**src/rtl/mips_multicycle_ctrl.sv**
```systemverilog
// rtl/mips_multicycle_ctrl.sv - multicycle MIPS control FSM with memory handshake, illegal trap and retire counter
module mips_multicycle_ctrl #(
    parameter int CNT_W = 32
) (
    input  logic             clk,
    input  logic             rst,
    input  logic [5:0]       opcode,
    input  logic             zero,
    input  logic             mem_ready,
    output logic             mem_req,
    output logic             IorD,
    output logic             MemWrite,
    output logic             IRWrite,
    output logic             RegDst,
    output logic             MemtoReg,
    output logic             RegWrite,
    output logic             ALUSrcA,
    output logic [1:0]       ALUSrcB,
    output logic [1:0]       ALUOp,
    output logic [1:0]       PCSrc,
    output logic             pc_en,
    output logic             illegal,
    output logic [3:0]       state,
    output logic [CNT_W-1:0] retired
);

    typedef enum logic [3:0] {
        S_FETCH   = 4'd0,
        S_DECODE  = 4'd1,
        S_MEMADR  = 4'd2,
        S_MEMRD   = 4'd3,
        S_MEMWB   = 4'd4,
        S_MEMWR   = 4'd5,
        S_EXEC    = 4'd6,
        S_ALUWB   = 4'd7,
        S_BRANCH  = 4'd8,
        S_ADDIEX  = 4'd9,
        S_ADDIWB  = 4'd10,
        S_JUMP    = 4'd11,
        S_ILLEGAL = 4'd12
    } state_t;

    localparam logic [5:0] OP_RTYPE = 6'b000000;
    localparam logic [5:0] OP_LW    = 6'b100011;
    localparam logic [5:0] OP_SW    = 6'b101011;
    localparam logic [5:0] OP_BEQ   = 6'b000100;
    localparam logic [5:0] OP_ADDI  = 6'b001000;
    localparam logic [5:0] OP_J     = 6'b000010;

    state_t state_q;
    state_t state_d;
    logic   pc_write;
    logic   branch;

    assign state = state_q;

    // State register; reset restarts at FETCH from any point of an instruction
    always_ff @(posedge clk or posedge rst) begin
        if (rst) begin
            state_q <= S_FETCH;
        end else begin
            state_q <= state_d;
        end
    end

    // Retired counter: every return to FETCH completes one instruction
    always_ff @(posedge clk or posedge rst) begin
        if (rst) begin
            retired <= '0;
        end else if (state_q != S_FETCH && state_q != S_ILLEGAL && state_d == S_FETCH) begin
            retired <= retired + CNT_W'(1);
        end
    end

    // Next-state logic; only FETCH, MEMRD and MEMWR wait on the memory
    always_comb begin
        state_d = state_q;
        case (state_q)
            S_FETCH:  if (mem_ready) state_d = S_DECODE;
            S_DECODE: begin
                case (opcode)
                    OP_LW, OP_SW: state_d = S_MEMADR;
                    OP_RTYPE:     state_d = S_EXEC;
                    OP_BEQ:       state_d = S_BRANCH;
                    OP_ADDI:      state_d = S_ADDIEX;
                    OP_J:         state_d = S_JUMP;
                    default:      state_d = S_ILLEGAL;
                endcase
            end
            S_MEMADR: state_d = (opcode == OP_SW) ? S_MEMWR : S_MEMRD;
            S_MEMRD:  if (mem_ready) state_d = S_MEMWB;
            S_MEMWB:  state_d = S_FETCH;
            S_MEMWR:  if (mem_ready) state_d = S_FETCH;
            S_EXEC:   state_d = S_ALUWB;
            S_ALUWB:  state_d = S_FETCH;
            S_BRANCH: state_d = S_FETCH;
            S_ADDIEX: state_d = S_ADDIWB;
            S_ADDIWB: state_d = S_FETCH;
            S_JUMP:   state_d = S_FETCH;
            S_ILLEGAL: state_d = S_ILLEGAL;
            default:  state_d = S_ILLEGAL;
        endcase
    end

    // Output decode from state, with everything held low while rst is high
    always_comb begin
        mem_req  = 1'b0;
        IorD     = 1'b0;
        MemWrite = 1'b0;
        IRWrite  = 1'b0;
        RegDst   = 1'b0;
        MemtoReg = 1'b0;
        RegWrite = 1'b0;
        ALUSrcA  = 1'b0;
        ALUSrcB  = 2'b00;
        ALUOp    = 2'b00;
        PCSrc    = 2'b00;
        illegal  = 1'b0;
        pc_write = 1'b0;
        branch   = 1'b0;
        case (state_q)
            S_FETCH: begin
                mem_req  = 1'b1;
                ALUSrcB  = 2'b01;
                IRWrite  = mem_ready;
                pc_write = mem_ready;
            end
            S_DECODE: ALUSrcB = 2'b11;
            S_MEMADR: begin
                ALUSrcA = 1'b1;
                ALUSrcB = 2'b10;
            end
            S_MEMRD: begin
                mem_req = 1'b1;
                IorD    = 1'b1;
            end
            S_MEMWB: begin
                MemtoReg = 1'b1;
                RegWrite = 1'b1;
            end
            S_MEMWR: begin
                mem_req  = 1'b1;
                IorD     = 1'b1;
                MemWrite = 1'b1;
            end
            S_EXEC: begin
                ALUSrcA = 1'b1;
                ALUOp   = 2'b10;
            end
            S_ALUWB: begin
                RegDst   = 1'b1;
                RegWrite = 1'b1;
            end
            S_BRANCH: begin
                ALUSrcA = 1'b1;
                ALUOp   = 2'b01;
                PCSrc   = 2'b01;
                branch  = 1'b1;
            end
            S_ADDIEX: begin
                ALUSrcA = 1'b1;
                ALUSrcB = 2'b10;
            end
            S_ADDIWB: RegWrite = 1'b1;
            S_JUMP: begin
                PCSrc    = 2'b10;
                pc_write = 1'b1;
            end
            S_ILLEGAL: illegal = 1'b1;
            default: illegal = 1'b1;
        endcase
        pc_en = pc_write | (branch & zero);
        if (rst) begin
            mem_req  = 1'b0;
            IorD     = 1'b0;
            MemWrite = 1'b0;
            IRWrite  = 1'b0;
            RegDst   = 1'b0;
            MemtoReg = 1'b0;
            RegWrite = 1'b0;
            ALUSrcA  = 1'b0;
            ALUSrcB  = 2'b00;
            ALUOp    = 2'b00;
            PCSrc    = 2'b00;
            pc_en    = 1'b0;
            illegal  = 1'b0;
        end
    end

endmodule

```
**config.mk**
```make
export PLATFORM = sky130hd
export DESIGN_NAME = mips_multicycle_ctrl
export DESIGN_NICKNAME = d
export VERILOG_FILES = /design/src/rtl/mips_multicycle_ctrl.sv
export SDC_FILE = /design/constraint.sdc
export NUM_CORES = 1
export LEC_CHECK = 0
export BUFFER_PORTS_ARGS = -buffer_cell sky130_fd_sc_hd__buf_2
export CAP_MARGIN = 5
export CORE_MARGIN = 2
export CORE_UTILIZATION = 55
export DETAILED_ROUTE_END_ITERATION = 10
export PLACE_DENSITY = 0.87
export SYNTH_ARGS = -nofsm -noshare
export SYNTH_HDL_FRONTEND = slang
export SYNTH_SLANG_ARGS = --single-unit
```
**constraint.sdc**
```tcl
create_clock -name clk -period 4.5 [get_ports clk]
set_input_delay 0.9 -clock clk [delete_from_list [all_inputs] [get_ports clk]]
set_output_delay 0.9 -clock clk [all_outputs]
set_load 0.01 [all_outputs]
```
==> PnR_summary.wiki, run 1 <==
{| class="wikitable"
! Metric !! Value
|-
| Worst setup slack for register-to-register paths || 1730 ps
|-
| Highest clock frequency the design can meet || 0.345 GHz
|-
| Critical-path top delay cell || sky130_fd_sc_hd__nor4b_4
|-
| Hold Vio Cnt, Final || 0
|-
| Vias in the first global route || 1,716
|-
| Fin Setup TNS || 0 ps
|-
| Class of the most critical setup path || in -> reg
|-
| DIE WIDTH || 65.8 µm
|-
| Total leakage power || 1.24 nW
|-
| Die Ht || 65.8 µm
|-
| Number of flops mapped to enable cells by yosys || 0
|-
| Critical path peak fanout || 20
|-
| Port Buffer Count || 61
|-
| Cell area power density || 454 nW/µm²
|-
| Reg2Reg Launch Point || state[2]
|-
| Number of flip-flops and latches in the synthesized netlist || 36
|-
| Depth of the worst register-to-register path || 8
|-
| Total via count in the routed design || 1,801
|-
| Clock transition at path regs || 80 ps
|-
| Total non-filler cell area in the finished layout || 2450 µm²
|-
| Count of warnings emitted by yosys || 0
|-
| Crit end category || flop
|-
| Antenna cell count || 0
|-
| Top Ports || 62
|-
| Sinks on the clock net || 36
|-
| Most numerous cell in the Yosys netlist || sky130_fd_sc_hd__dfrtp_1
|-
| FF-to-FF End || retired[17]
|-
| Starting utilization of the core area || 0.574
|-
| Post-detailed-route via-to-cell ratio || 5.70
|-
| Global route total overflow || 0
|-
| Clock buffers created by TritonCTS || 5
|-
| Total die area || 4330 µm²
|-
| Core ar. || 3660 µm²
|-
| Share of the clock period used by the worst path || 0.644
|-
| End point of the most critical hold path || retired[31]
|-
| Cells on Worst Hold Path || 1
|-
| Summed instance area of the synthesized netlist || 2100 µm²
|-
| Site row count || 22
|-
| CP Data Required Time || 4680 ps
|-
| WHS || 482 ps
|-
| Cell count after synthesis || 210
|-
| Post-DR wirelength/cell || 14.0 µm
|-
| Most instantiated flip-flop cell in the synthesis netlist || sky130_fd_sc_hd__dfrtp_1
|-
| Iteration count of the initial detailed-routing pass || 4
|-
| Worst-Skew Late Latency || 290 ps
|-
| Dominant cells by area after synthesis || sky130_fd_sc_hd__dfrtp_1 (43%), sky130_fd_sc_hd__xnor2_1 (13%), sky130_fd_sc_hd__and3_1 (5.7%)
|-
| Half-perimeter wire length of the detailed placement result || 3160 µm
|-
| Synthesized net count || 221
|-
| Post-synthesis sequential area ratio || 0.429
|-
| Result of the run || complete, no violations
|-
| Mean Syn Cell Area || 10.0 µm²
|-
| Drt first-iter violations || 148
|-
| List of most frequent post-synthesis cells || sky130_fd_sc_hd__dfrtp_1 (36), sky130_fd_sc_hd__xnor2_1 (31), sky130_fd_sc_hd__and3_1 (19)
|-
| Cell variety after synth || 42
|-
| Clock tree from TritonCTS || built
|-
| Maximum number of pins on one net before global-route repair || 38
|-
| Slew at the pin closest to its max-slew limit || 647 ps
|-
| Number of endpoints failing setup at the final stage || 0
|-
| Portion of synthesized cell area occupied by the leading cell type || 0.429
|-
| Relative max-transition margin || 0.567
|-
| Post-Place Cells || 308
|-
| CTS max path bufs || 2
|-
| Number of buffers and inverters on the critical path || 2
|-
| Final standard cell count with taps included and fillers excluded || 316
|-
| Master cell of the clock root buffer || sky130_fd_sc_hd__clkbuf_8
|-
| Post-Route WL || 4420 µm
|-
| H-tree depth || 2
|-
| Hold Crit Class || reg -> reg
|-
| Cell Area, Placed || 2360 µm²
|-
| Setup repair after global routing missed its margin || no
|-
| Yosys top cell by area || sky130_fd_sc_hd__dfrtp_1
|-
| Min-delay src || retired[31]
|-
| Hold-fix buffers at CTS || 0
|-
| Largest clock skew in the final design || 10.5 ps
|-
| CTS-repair resized insts || 0
|-
| Global router's overall resource usage || 0.228
|-
| RD Place Congestion || 0.794
|-
| Fraction of final layout cells sized beyond drive strength 1 || 0.306
|-
| Minimum period implied by the final worst setup slack || 2900 ps
|-
| Global-route wire length before repair || 7530 µm
|-
| Max rail drop VDD || 0.321 mV
|-
| Area growth from synthesis to final layout || 16.4%
|-
| Longest individual stage delay on the worst path || 660 ps
|-
| Total power || 1.11 mW
|-
| Cells along the critical path || buf_2 -> nor3_1 -> a2bb2oi_1 -> o2111ai_2 -> nand4_2 -> nor4b_4 -> buf_4 -> nand4_1 -> xnor2_1
|-
| Maximum Capacitance Violations || 0
|-
| Async S/R FF share, synth || 1.00
|-
| Post-CTS setup buffer count || 0
|-
| Arrival time reported for the critical path endpoint || 3070 ps
|-
| Initial antenna violation count || 0
|-
| Category of cells accounting for the largest share of critical-path delay || simple AND/OR/NAND/NOR gates
|-
| Final net count || 278
|-
| Number of nets still failing antenna checks after routing || 0
|-
| DRC violation count after routing || 0
|-
| Max-slew violation count || 0
|-
| Launching element type of the critical path || input pin
|}
worst register-to-register path: stages (launching register included):
cell                       delay [ps]
sky130_fd_sc_hd__dfrtp_1          620
sky130_fd_sc_hd__nand2b_1         230
sky130_fd_sc_hd__nor3_1            60
sky130_fd_sc_hd__o21ai_0          230
sky130_fd_sc_hd__nand4_2          190
sky130_fd_sc_hd__nor4b_4          660
sky130_fd_sc_hd__buf_4            360
sky130_fd_sc_hd__nand4_1          150
sky130_fd_sc_hd__xnor2_1          180
state kept, by name, summed over array words and instances (netlist names):
| register | count |
|---|---|
| state | 4 |
| retired | 32 |
power breakdown:
part           internal [mW]  switching, mW  total [mW]  leakage [nW]
registers              0.366         0.0822       0.448         0.489
logic                  0.183          0.253       0.436         0.702
clock network          0.108          0.118       0.226        0.0479
total                  0.657          0.454        1.11          1.24
per-layer routing:
| metal | share of wire | global-route usage | vias to the layer above | routed length [µm] |
|---|---|---|---|---|
| met5 | 0 | 0 | - | 0 |
| met4 | 0.016 | 0.107 | 0 | 72 |
| met3 | 0.073 | 0.0664 | 8 | 323 |
| met2 | 0.46 | 0.352 | 68 | 2010 |
| met1 | 0.45 | 0.295 | 861 | 2010 |
| li1 | - | - | 864 | - |
area by class of cell:
class | count | area, µm²
clock buffers | 5 | 68.8
clock inverters | 3 | 18.8
fillers | 306 | 1210
inverters | 5 | 18.8
multi-input cells | 156 | 1060
flip-flops and latches | 36 | 901
well taps | 48 | 60.1
repair buffers | 63 | 320
worst max-delay path by stage:
stage / startpoint / endpoint / slack [ps] / depth (start not counted)
2_1_floorplan: rst / mem_req / 910 / 5
3_3_place_gp: opcode[0] / retired[13] / 1370 / 9
3_5_place_dp: opcode[0] / retired[17] / 1320 / 9
4_1_cts: opcode[0] / retired[17] / 1620 / 9
5_1_grt: opcode[2] / retired[17] / 1400 / 9
6_report: opcode[0] / retired[17] / 1600 / 9
layout by cell type, fill, tap and decap left out, types with 2 or more instances in the layout:
cell type	Yosys	final
sky130_fd_sc_hd__xnor2_1	31	31
sky130_fd_sc_hd__inv_1	5	5
sky130_fd_sc_hd__o32a_1	2	2
sky130_fd_sc_hd__a21oi_1	7	7
sky130_fd_sc_hd__buf_4	3	2
sky130_fd_sc_hd__clkbuf_8	3	5
sky130_fd_sc_hd__dfrtp_1	36	36
sky130_fd_sc_hd__xor2_1	2	2
sky130_fd_sc_hd__nor2b_1	2	2
sky130_fd_sc_hd__nand4_2	2	2
sky130_fd_sc_hd__buf_2	2	61
sky130_fd_sc_hd__nor2_1	11	11
sky130_fd_sc_hd__and2_1	4	4
sky130_fd_sc_hd__nand4_1	12	12
sky130_fd_sc_hd__and2b_2	2	2
sky130_fd_sc_hd__o21ai_0	5	5
sky130_fd_sc_hd__clkinv_2	0	2
sky130_fd_sc_hd__nor3_1	8	8
sky130_fd_sc_hd__and3_1	19	19
sky130_fd_sc_hd__nand2b_1	3	3
sky130_fd_sc_hd__nor4_1	2	2
sky130_fd_sc_hd__nand3b_1	2	2
sky130_fd_sc_hd__nand3_1	18	18
sky130_fd_sc_hd__nand2_1	7	7
metrics by stage:
step / worst slack (ps) / utilization
finish: 1600 / 0.668
global route: 1400 / 0.668
CTS: 1620 / 0.668
detailed placement: 1320 / 0.645
global placement: 1370 / 0.645
floorplan: 911 / -
kinds of logic after synthesis:
logic type                 synth area share
adders and majority gates           0.00595
xor gates and xnor gates              0.138
buffers and inverters                0.0673
DFF                                   0.429
and+or+nand+nor                       0.281
muxes                                0.0101
AOI/OAI and AO/OA                    0.0696
(Power assumes the default switching activity.)
==> run 2: changes to the inputs <==
Settings changed: CORE_UTILIZATION 55 to 47, PLACE_DENSITY 0.87 to 0.8.
Clock period 4.5 ns to 2.6 ns, I/O delays scaled along.
==> run 2 against run 1 <==
Effect of this change:
- first-iteration DRC count down 41%
- critical endpoint is now pc_en
- wire length fell by 2.0%
- die area up 16%
- hold slack worse by 53 ps
- count of clock-buffer cells in the layout grew 2
- highest routed layer unchanged
- combinational power up 90%
- largest cell class unchanged
==> PnR_summary.wiki, run 2 (synthesized netlist as in run 1, its figures left out) <==
{| class="wikitable"
! Metric !! Value
|-
| Most common cell after layout, fill and taps aside || sky130_fd_sc_hd__buf_2 (unchanged)
|-
| Fillers || 412 (was 306)
|-
| Minimum period implied by the final worst setup slack || 2330 ps
|-
| Iteration count of the initial detailed-routing pass || 4 (unchanged)
|-
| Multi-input combinational cell area || 1060 µm² (about the same)
|-
| Largest clock skew in the final design || 7.14 ps (was 10.5 ps)
|-
| Master cell of the clock root buffer || sky130_fd_sc_hd__clkbuf_8 (unchanged)
|-
| Clock power frac || 0.205 (was 0.203)
|-
| Clock buffers created by TritonCTS || 5 (unchanged)
|-
| Footprint of the flip-flops and latches || 901 µm² (unchanged)
|-
| Switching component of the power || 0.783 mW (was 0.454 mW)
|-
| Total die area || 5020 µm² (was 4330 µm²)
|-
| Vias in the first global route || 1,601 (was 1,716)
|-
| Critical path peak fanout || 11 (was 20)
|-
| Number of nets still failing antenna checks after routing || 0 (unchanged)
|-
| Register with the most flip-flops || retired (unchanged)
|-
| Total leakage power || 1.24 nW (about the same)
|-
| Post-CTS setup buffer count || 0 (unchanged)
|-
| Crit end category || output pin (was flop)
|-
| RD Place Congestion || 0.777 (was 0.794)
|-
| Max-slew violation count || 0 (unchanged)
|-
| CTS max path bufs || 2 (unchanged)
|-
| Cell-internal power || 1.22 mW (was 0.657 mW)
|-
| Site row count || 24 (was 22)
|-
| Maximum Capacitance Violations || 0 (unchanged)
|-
| Total power || 2.00 mW (was 1.11 mW)
|-
| Worst-Skew Late Latency || 290 ps (about the same)
|-
| Area growth from synthesis to final layout || 18.6% (was 16.4%)
|-
| Commonest cells after routing, fill and taps aside || sky130_fd_sc_hd__buf_2 (61), sky130_fd_sc_hd__dfrtp_1 (36), sky130_fd_sc_hd__xnor2_1 (31) (unchanged)
|-
| Clock tree from TritonCTS || built (unchanged)
|-
| Drt first-iter violations || 87 (was 148)
|-
| Fin Setup TNS || 0 ps (unchanged)
|-
| DRC violation count after routing || 0 (unchanged)
|-
| Relative max-transition margin || 0.677 (was 0.567)
|-
| DIE WIDTH || 70.9 µm (was 65.8 µm)
|-
| Combinational share of power || 0.415 (was 0.393)
|-
| Max rail drop VDD || 0.431 mV (was 0.321 mV)
|-
| Global router's overall resource usage || 0.177 (was 0.228)
|-
| Global-route wire length before repair || 7220 µm (was 7530 µm)
|-
| Number of endpoints failing setup at the final stage || 0 (unchanged)
|-
| Post-DR wirelength/cell || 13.4 µm (was 14.0 µm)
|-
| Met3 routed WL || 237 µm (was 323 µm)
|-
| Starting utilization of the core area || 0.486 (was 0.574)
|-
| Cell area power density || 803 nW/µm² (was 454 nW/µm²)
|-
| Result of the run || complete, no violations (unchanged)
|-
| Share of the clock period used by the worst path || 0.896
|-
| H-tree depth || 2 (unchanged)
|-
| Highest clock frequency the design can meet || 0.429 GHz
|-
| Setup repair after global routing missed its margin || no (unchanged)
|-
| Met1 wire length || 2000 µm (was 2010 µm)
|-
| Die Ht || 70.9 µm (was 65.8 µm)
|-
| Half-perimeter wire length of the detailed placement result || 3110 µm (was 3160 µm)
|-
| Launching element type of the critical path || flop (was input pin)
|-
| Sinks on the clock net || 36 (unchanged)
|-
| Maximum number of pins on one net before global-route repair || 38 (unchanged)
|-
| Total via count in the routed design || 1,750 (was 1,801)
|-
| Global route total overflow || 0 (unchanged)
|-
| Routed length on met2 || 2030 µm (was 2010 µm)
|-
| Arrival time reported for the critical path endpoint || 1810 ps (was 3070 ps)
|-
| Hold Vio Cnt, Final || 0 (unchanged)
|-
| Post-detailed-route via-to-cell ratio || 5.43 (was 5.70)
|-
| CTS-repair resized insts || 0 (unchanged)
|-
| Top Ports || 62 (unchanged)
|-
| Max FFs per register || 32 (unchanged)
|-
| Fraction of final layout cells sized beyond drive strength 1 || 0.315 (was 0.306)
|-
| Port Buffer Count || 61 (unchanged)
|-
| Switching share of total power || 0.392 (was 0.409)
|-
| Sequential power share || 0.381 (was 0.404)
|-
| Highest metal layer with signal wires || met4 (unchanged)
|-
| Initial antenna violation count || 0 (unchanged)
|-
| Hold-fix buffers at CTS || 0 (unchanged)
|-
| Post-Route WL || 4330 µm (was 4420 µm)
|-
| Core ar. || 4320 µm² (was 3660 µm²)
|-
| Clock transition at path regs || 70 ps (was 80 ps)
|-
| CP Data Required Time || 2080 ps (was 4680 ps)
|-
| Hold Crit Class || in -> async (was reg -> reg)
|-
| Class of the most critical setup path || reg -> out (was in -> reg)
|-
| Antenna cell count || 0 (unchanged)
|-
| Slew at the pin closest to its max-slew limit || 484 ps (was 647 ps)
|-
| Final net count || 280 (was 278)
|}
==> run 2: final timing paths <==
check / startpoint / end / slack (ps) / depth (start not counted)
worst max register to register: state[1] / retired[1] / 320 / 6
worst min register to register: retired[5] / retired[5] / 490 / 1
min in group clk: retired[5] / retired[5] / 490 / 1
worst min-delay path: rst / state[0] / 430 / 3
worst max-delay path: state[2] / pc_en / 270 / 6
max in group asynchronous: rst / state[1] / 1850 / 3
==> run 2: area by class of cell <==
class,instances,share of cell area
clock buffer,7,0.0346
clock inverter,1,0.00301
inverter,5,0.00904
multi-input combinational,156,0.426
sequential,36,0.361
tap,52,0.0261
timing repair buffer,65,0.140
==> run 2: critical path, stage by stage, from the launching register on <==
cell and delay (ps):
sky130_fd_sc_hd__dfrtp_1 490, sky130_fd_sc_hd__buf_4 210, sky130_fd_sc_hd__nor4_1 260, sky130_fd_sc_hd__nor2b_1 190, sky130_fd_sc_hd__and2_1 150, sky130_fd_sc_hd__a211o_1 90
sky130_fd_sc_hd__buf_2 120
==> run 2: layer usage <==
| layer | vias to the layer above | GRT usage |
|---|---|---|
| met4 | 0 | 0.0629 |
| met1 | 826 | 0.235 |
| met5 | - | 0 |
| met3 | 7 | 0.0399 |
| li1 | 863 | - |
| met2 | 54 | 0.288 |
==> run 2: power by group through the flow <==
stage / Clock, mW / Sequential, mW / Combinational, mW
after floorplan: 0 / 0.748 / 0.700
after global placement: 0 / 0.770 / 0.814
after detailed placement: 0 / 0.774 / 0.826
after CTS: 0.419 / 0.762 / 0.828
after global routing: 0.451 / 0.779 / 0.909
final: 0.409 / 0.761 / 0.830
==> run 2: metrics by stage <==
step                      std cells  worst slack (ps)  instance area [µm²]  hold slack (ps)  utilization
after global placement          314               280                 2400              471        0.555
after detailed placement        314               202                 2400              478        0.555
final                           322               270                 2490              429        0.576
after floorplan                 210               130                 2110              507            -
after CTS                       322               255                 2490              447        0.576
after global routing            322              21.5                 2490              479        0.576
